**src/rtl/uart_tx_frame.sv**
```systemverilog
// UART transmitter, LSB first, optional parity, 1/2 stop bits; start bit one clock after accept.
// Backpressure: in_ready low while the 1-entry holding register is full; refills back-to-back.
module uart_tx_frame #(
  parameter int CLK_DIV   = 434,
  parameter int DATA_BITS = 8,
  parameter int PARITY    = 0,
  parameter int STOP_BITS = 1
) (
  input  logic                 clk,
  input  logic                 rst,
  input  logic [DATA_BITS-1:0] in_data,
  input  logic                 in_valid,
  output logic                 in_ready,
  output logic                 tx,
  output logic                 busy,
  output logic                 tx_done
);

  localparam int BW = (CLK_DIV > 1) ? $clog2(CLK_DIV) : 1;
  localparam logic [BW-1:0] BAUD_LAST = BW'(CLK_DIV - 1);
  localparam logic [3:0]    DATA_LAST = 4'(DATA_BITS - 1);
  localparam logic [3:0]    STOP_LAST = 4'(STOP_BITS - 1);

  if (DATA_BITS < 5 || DATA_BITS > 9) begin : g_bad_data_bits
    $error("uart_tx_frame: DATA_BITS must be 5..9");
  end
  if (PARITY < 0 || PARITY > 2) begin : g_bad_parity
    $error("uart_tx_frame: PARITY must be 0, 1 or 2");
  end
  if (STOP_BITS != 1 && STOP_BITS != 2) begin : g_bad_stop_bits
    $error("uart_tx_frame: STOP_BITS must be 1 or 2");
  end
  if (CLK_DIV < 2) begin : g_bad_clk_div
    $error("uart_tx_frame: CLK_DIV must be >= 2");
  end

  typedef enum logic [2:0] {S_IDLE, S_START, S_DATA, S_PAR, S_STOP} state_t;

  state_t               state, state_n;
  logic [BW-1:0]        baud_cnt, baud_n;
  logic [3:0]           bit_idx, idx_n;
  logic [DATA_BITS-1:0] shift, shift_n;
  logic [DATA_BITS-1:0] hold, hold_n;
  logic [DATA_BITS-1:0] load_word;
  logic                 par_bit, par_n;
  logic                 rdy_n, tx_n, busy_n, done_n;
  logic                 bit_end, load;

  always_comb begin
    state_n   = state;
    baud_n    = baud_cnt;
    idx_n     = bit_idx;
    shift_n   = shift;
    par_n     = par_bit;
    hold_n    = hold;
    rdy_n     = in_ready;
    load      = 1'b0;
    load_word = hold;
    bit_end   = (baud_cnt == BAUD_LAST);

    if (in_valid && in_ready) begin
      hold_n = in_data;
      rdy_n  = 1'b0;
    end

    if (state != S_IDLE) begin
      baud_n = bit_end ? '0 : baud_cnt + BW'(1);
    end

    case (state)
      S_IDLE: begin
        if (!in_ready) load = 1'b1;
      end
      S_START: begin
        if (bit_end) begin
          state_n = S_DATA;
          idx_n   = '0;
        end
      end
      S_DATA: begin
        if (bit_end) begin
          shift_n = shift >> 1;
          if (bit_idx == DATA_LAST) begin
            state_n = (PARITY != 0) ? S_PAR : S_STOP;
            idx_n   = '0;
          end else begin
            idx_n = bit_idx + 4'd1;
          end
        end
      end
      S_PAR: begin
        if (bit_end) begin
          state_n = S_STOP;
          idx_n   = '0;
        end
      end
      S_STOP: begin
        if (bit_end) begin
          // Last stop clock: a held word, or one accepted right now, starts with no gap.
          if (bit_idx == STOP_LAST) begin
            if (!in_ready) begin
              load = 1'b1;
            end else if (in_valid) begin
              load      = 1'b1;
              load_word = in_data;
            end else begin
              state_n = S_IDLE;
            end
          end else begin
            idx_n = bit_idx + 4'd1;
          end
        end
      end
      default: state_n = S_IDLE;
    endcase

    if (load) begin
      state_n = S_START;
      baud_n  = '0;
      idx_n   = '0;
      shift_n = load_word;
      par_n   = (PARITY == 2) ? ^load_word : ~^load_word;
      rdy_n   = 1'b1;
    end

    // Outputs are registered copies of what the next state drives.
    case (state_n)
      S_START: tx_n = 1'b0;
      S_DATA:  tx_n = shift_n[0];
      S_PAR:   tx_n = par_n;
      default: tx_n = 1'b1;
    endcase
    busy_n = (state_n != S_IDLE);
    done_n = (state_n == S_STOP) && (baud_n == BAUD_LAST) && (idx_n == STOP_LAST);
  end

  always_ff @(posedge clk or posedge rst) begin
    if (rst) begin
      state    <= S_IDLE;
      baud_cnt <= '0;
      bit_idx  <= '0;
      shift    <= '0;
      hold     <= '0;
      par_bit  <= 1'b0;
      in_ready <= 1'b1;
      tx       <= 1'b1;
      busy     <= 1'b0;
      tx_done  <= 1'b0;
    end else begin
      state    <= state_n;
      baud_cnt <= baud_n;
      bit_idx  <= idx_n;
      shift    <= shift_n;
      hold     <= hold_n;
      par_bit  <= par_n;
      in_ready <= rdy_n;
      tx       <= tx_n;
      busy     <= busy_n;
      tx_done  <= done_n;
    end
  end

endmodule
```
**config.mk**
```make
export PLATFORM = sky130hd
export DESIGN_NAME = uart_tx_frame
export DESIGN_NICKNAME = d
export VERILOG_FILES = /design/src/rtl/uart_tx_frame.sv
export SDC_FILE = /design/constraint.sdc
export NUM_CORES = 1
export LEC_CHECK = 0
export BUFFER_PORTS_ARGS = -buffer_cell sky130_fd_sc_hd__buf_2
export CAP_MARGIN = 20
export CORE_MARGIN = 10
export CORE_UTILIZATION = 25
export DETAILED_ROUTE_END_ITERATION = 8
export PLACE_DENSITY_LB_ADDON = 0.2
export SLEW_MARGIN = 20
export SYNTH_ARGS = -nofsm -noshare
export SYNTH_HDL_FRONTEND = slang
export SYNTH_SLANG_ARGS = --single-unit
```
**constraint.sdc**
```tcl
create_clock -name clk -period 6.35 [get_ports clk]
set_clock_uncertainty 0.15 [all_clocks]
set_input_delay 0.9525 -clock clk [delete_from_list [all_inputs] [get_ports clk]]
set_output_delay 0.9525 -clock clk [all_outputs]
set_load 0.03 [all_outputs]
```
==> out/qor.txt <==
CLOCKING
-----------------------------------------------------------------------------------------
Worst-path clk slew ........................................................      0.08 ns
Number of levels in the clock H-tree .......................................            2
CTS tree ...................................................................        built
Clock latency of the later-clocked register in the worst-skew pair .........      0.29 ns
TritonCTS buffer count .....................................................            5
Post-CTS Setup Inserts .....................................................            0
Number of sinks driven by the clock tree ...................................           37
Count of cells resized by post-cts repair ..................................            0
Maximum number of buffers from clock root to sink ..........................            2
# hold bufs at CTS .........................................................            0
Root buf cell .............................................................. sky130_fd_sc_hd__clkbuf_8

PLACED DESIGN
-----------------------------------------------------------------------------------------
Cell Count Post-Placement ..................................................          343
DP Worst Slack .............................................................      3.39 ns
GPL Wtd Cong ...............................................................        0.780
Estimated wirelength of the detail-placed design ...........................      3860 µm
I/O Buffers ................................................................           14

FINISH
-----------------------------------------------------------------------------------------
Layout filler cell count ...................................................          943
Net count reported at finish ...............................................          257
Number of inserted diodes ..................................................            0
Layout cell share with drive strength beyond 1 .............................        17.7%
Non-filler cells in the finished layout ....................................          351
Layout area overhead .......................................................        11.1%

DRT
-----------------------------------------------------------------------------------------
Number of optimization iterations in the first detailed-route pass .........            4
Final Routed Wirelength ....................................................      5250 µm
Number of DRC markers after the initial detailed-route iteration ...........           93
Mean number of vias per cell ...............................................         4.94
Detailed-route DRC error count .............................................            0
Number of vias after detailed routing ......................................         1734
Number of nets with antenna violations after detailed routing ..............            0
Wire length per cell after detailed routing ................................      15.0 µm

WORST SETUP PATH
-----------------------------------------------------------------------------------------
Crit path buffers/inverters ................................................            1
Cell breakdown of the critical path ........................................ nand4bb_1 -> nor4_2 -> buf_4 -> o21a_1 -> nor2_1 -> a221o_1
WS Path Type ...............................................................      reg2reg
Reg2Reg Launch Point .......................................................  baud_cnt[3]
Data arrival time at the worst-slack endpoint ..............................      2.91 ns
Crit path max-delay cell type .............................................. sky130_fd_sc_hd__nand4bb_1
Data required time at the worst endpoint ...................................      6.36 ns
Maximum single-stage delay on the critical path ............................      0.49 ns
Crit start category ........................................................    flip-flop
Family of cells with the greatest summed delay on the critical path ........ simple AND/OR/NAND/NOR gates
Maximum fanout encountered on the critical timing path .....................           12
Launch point of the worst path .............................................  baud_cnt[3]
CP endpoint kind ...........................................................    flip-flop

POWER
-----------------------------------------------------------------------------------------
Maximum ir drop on the vdd rail ............................................       242 µV
Pleak ......................................................................      1.05 nW
PD cells ...................................................................   418 nW/µm²

STA
-----------------------------------------------------------------------------------------
Final critical-path required period ........................................      2.90 ns
Fin. Hold Viols ............................................................            0
Max-slew violation count ...................................................            0
Achievable clock frequency .................................................    0.345 GHz
Count of final setup violators .............................................            0
Unrepaired setup endpoints after global routing ............................        false
Final setup TNS ............................................................         0 ns
Share of the clock period used by the worst path after layout ..............        45.6%
Rel. slew slack ............................................................        48.4%
Final worst slack ..........................................................      3.45 ns
Slew at the pin closest to its max-slew limit ..............................     0.769 ns

LOGIC SYNTHESIS
-----------------------------------------------------------------------------------------
Flip-flop and latch count after synthesis ..................................           37
Leading register cell type out of synthesis ................................ sky130_fd_sc_hd__dfrtp_1
Count of unique library cells instantiated by Yosys ........................           53
Summed instance area of the synthesized netlist ............................     2300 µm²
Gate count of the mapped netlist ...........................................          229
EDFF count, synth ..........................................................            0
Total number of yosys warnings .............................................            0
Syn_area_per_cell ..........................................................     10.0 µm²
Net count after synthesis ..................................................          244
Share of synthesized area occupied by flip-flops and latches ...............        40.4%
Proportion of register bits with asynchronous set or reset after synthesis .         100%

FLOORPLAN
-----------------------------------------------------------------------------------------
Total core area ............................................................     8850 µm²
Die Span Y .................................................................       116 µm
DIE AREA ...................................................................    13400 µm²
I/O Pins ...................................................................           15
Die Width ..................................................................       116 µm
Cell row count .............................................................           34
Initial core utilization ...................................................        25.9%

MIN PATH
-----------------------------------------------------------------------------------------
Startpoint of the most critical hold path ..................................     shift[4]
Type of the tightest min-delay check .......................................      reg2reg

GLOBAL ROUTE
-----------------------------------------------------------------------------------------
Number of antenna violations at the first check in global routing ..........            0
Overall global routing resource usage ......................................        8.50%
Pin count of the biggest net entering global routing .......................           38
Sum of overflow across all layers after global routing .....................            0
Vias in the first global route .............................................         1772
Global-route wire length before repair .....................................      9170 µm

JOB
-----------------------------------------------------------------------------------------
Number of violations of the max-capacitance limit ..........................            0

STATUS
-----------------------------------------------------------------------------------------
Outcome .................................................................... complete, no violations

per-stage QoR:
stage          util (%)  total power, W  instance area [µm²]  hold WS (ns)
2_1_floorplan         -        0.000807                 2300         0.323
4_1_cts            28.8         0.00108                 2550         0.362
6_report           28.8         0.00107                 2550         0.355
5_1_grt            28.8         0.00117                 2550         0.399
3_5_place_dp       27.8        0.000899                 2460         0.354
3_3_place_gp       27.8        0.000906                 2460         0.353
layout by cell type, fill, tap and decap left out, types with 2 or more instances in the layout:
cell type,count
sky130_fd_sc_hd__dfrtp_1,35
sky130_fd_sc_hd__nor2_1,27
sky130_fd_sc_hd__xnor2_1,16
sky130_fd_sc_hd__buf_2,14
sky130_fd_sc_hd__mux2i_1,11
sky130_fd_sc_hd__a21oi_1,11
sky130_fd_sc_hd__nand2_1,9
sky130_fd_sc_hd__mux2_2,9
sky130_fd_sc_hd__a221o_1,7
sky130_fd_sc_hd__inv_1,7
sky130_fd_sc_hd__nand3_1,6
sky130_fd_sc_hd__clkbuf_8,6
sky130_fd_sc_hd__nand2b_1,5
sky130_fd_sc_hd__o21ai_0,5
sky130_fd_sc_hd__o31ai_1,5
sky130_fd_sc_hd__xor2_1,5
sky130_fd_sc_hd__nand4_1,5
sky130_fd_sc_hd__ha_1,4
sky130_fd_sc_hd__buf_4,4
sky130_fd_sc_hd__nand3b_1,3
sky130_fd_sc_hd__or4_1,3
sky130_fd_sc_hd__nand4bb_1,2
sky130_fd_sc_hd__or3_1,2
sky130_fd_sc_hd__or3b_1,2
sky130_fd_sc_hd__nor4_2,2
sky130_fd_sc_hd__nor3_1,2
sky130_fd_sc_hd__nor2b_1,2
sky130_fd_sc_hd__a22oi_1,2
sky130_fd_sc_hd__or3b_2,2
sky130_fd_sc_hd__o2bb2ai_1,2
sky130_fd_sc_hd__o22ai_1,2
sky130_fd_sc_hd__a211o_1,2
sky130_fd_sc_hd__clkbuf_1,2
sky130_fd_sc_hd__dfstp_2,2
registers in the layout (all words and copies together), names as in the netlist:
signal / flops
tx_done: 1
shift: 8
hold: 8
par_bit: 1
busy: 1
baud_cnt: 9
tx: 1
in_ready: 1
bit_idx: 4
state: 3
metal layers:
layer / GRT usage (%) / routed length [µm] / vias to the layer above
met5: 0 / 0 / -
met4: 1.75 / 28 / 0
met3: 2.17 / 180 / 4
met2: 13.3 / 2430 / 25
met1: 11.5 / 2610 / 837
li1: - / - / 868
cells by family (layout without fill, tap and decap cells):
kind of cell | count (synthesis) | count (layout) | synth area share (%)
adder cells (fa/ha/maj) | 4 | 4 | 2.18
AO/OA/AOI/OAI | 46 | 46 | 14.4
AND/OR/NAND/NOR | 82 | 82 | 21.5
XOR/XNOR | 21 | 21 | 8.01
buffers and inverters | 19 | 33 | 4.20
flip-flops | 37 | 37 | 40.4
multiplexers | 20 | 20 | 9.21
area by class of cell:
| cell class | instances | area [µm²] | share of cell area (%) |
|---|---|---|---|
| Clock buffer | 8 | 90.1 | 3.53 |
| Inverter | 7 | 26.3 | 1.03 |
| Multi-Input combinational cell | 173 | 1270 | 49.8 |
| Sequential cell | 37 | 928 | 36.4 |
| Tap cell | 108 | 135 | 5.30 |
| Timing Repair Buffer | 18 | 100 | 3.92 |
final timing paths:
kind / end / slack [ns] / cells after the start
worst min register to register: shift[3] / 0.35 / 1
min in group asynchronous: shift[3] / 0.62 / 3
worst max-delay path: shift[6] / 3.45 / 6
max in group asynchronous: tx / 5.06 / 3
worst min-delay path: shift[3] / 0.35 / 1
worst max register to register: shift[6] / 3.45 / 6
Yosys cell counts (3+ instances only):
cell / instances / area, µm²
sky130_fd_sc_hd__inv_1: 7 / 26.3
sky130_fd_sc_hd__nand3b_1: 3 / 22.5
sky130_fd_sc_hd__dfrtp_1: 35 / 876
sky130_fd_sc_hd__clkbuf_1: 4 / 15.0
sky130_fd_sc_hd__buf_2: 5 / 25.0
sky130_fd_sc_hd__nand3_1: 6 / 30.0
sky130_fd_sc_hd__nand2_1: 9 / 33.8
sky130_fd_sc_hd__a21oi_1: 11 / 55.1
sky130_fd_sc_hd__xor2_1: 5 / 43.8
sky130_fd_sc_hd__o31ai_1: 5 / 37.5
sky130_fd_sc_hd__ha_1: 4 / 50.1
sky130_fd_sc_hd__xnor2_1: 16 / 140
sky130_fd_sc_hd__a221o_1: 7 / 70.1
sky130_fd_sc_hd__mux2_2: 9 / 101
sky130_fd_sc_hd__o21ai_0: 6 / 30.0
sky130_fd_sc_hd__or4_1: 3 / 22.5
sky130_fd_sc_hd__nand4_1: 5 / 31.3
sky130_fd_sc_hd__nand2b_1: 5 / 31.3
sky130_fd_sc_hd__mux2i_1: 11 / 110
sky130_fd_sc_hd__nor2_1: 27 / 101
worst reg2reg max path, cell delays in order (launching register included):
cell	delay, ns
sky130_fd_sc_hd__dfrtp_1	0.46
sky130_fd_sc_hd__nand4bb_1	0.49
sky130_fd_sc_hd__nor4_2	0.41
sky130_fd_sc_hd__buf_4	0.27
sky130_fd_sc_hd__o21a_1	0.44
sky130_fd_sc_hd__nor2_1	0.21
sky130_fd_sc_hd__a221o_1	0.34
where the power goes:
part / switching, W / leakage (nW) / internal (W)
Sequential: 0.000101 / 0.458 / 0.000324
Clock: 0.0000829 / 0.0455 / 0.0000886
Combinational: 0.000236 / 0.549 / 0.000234
Total: 0.000419 / 1.05 / 0.000647
Power figures use the tool's default switching activity.
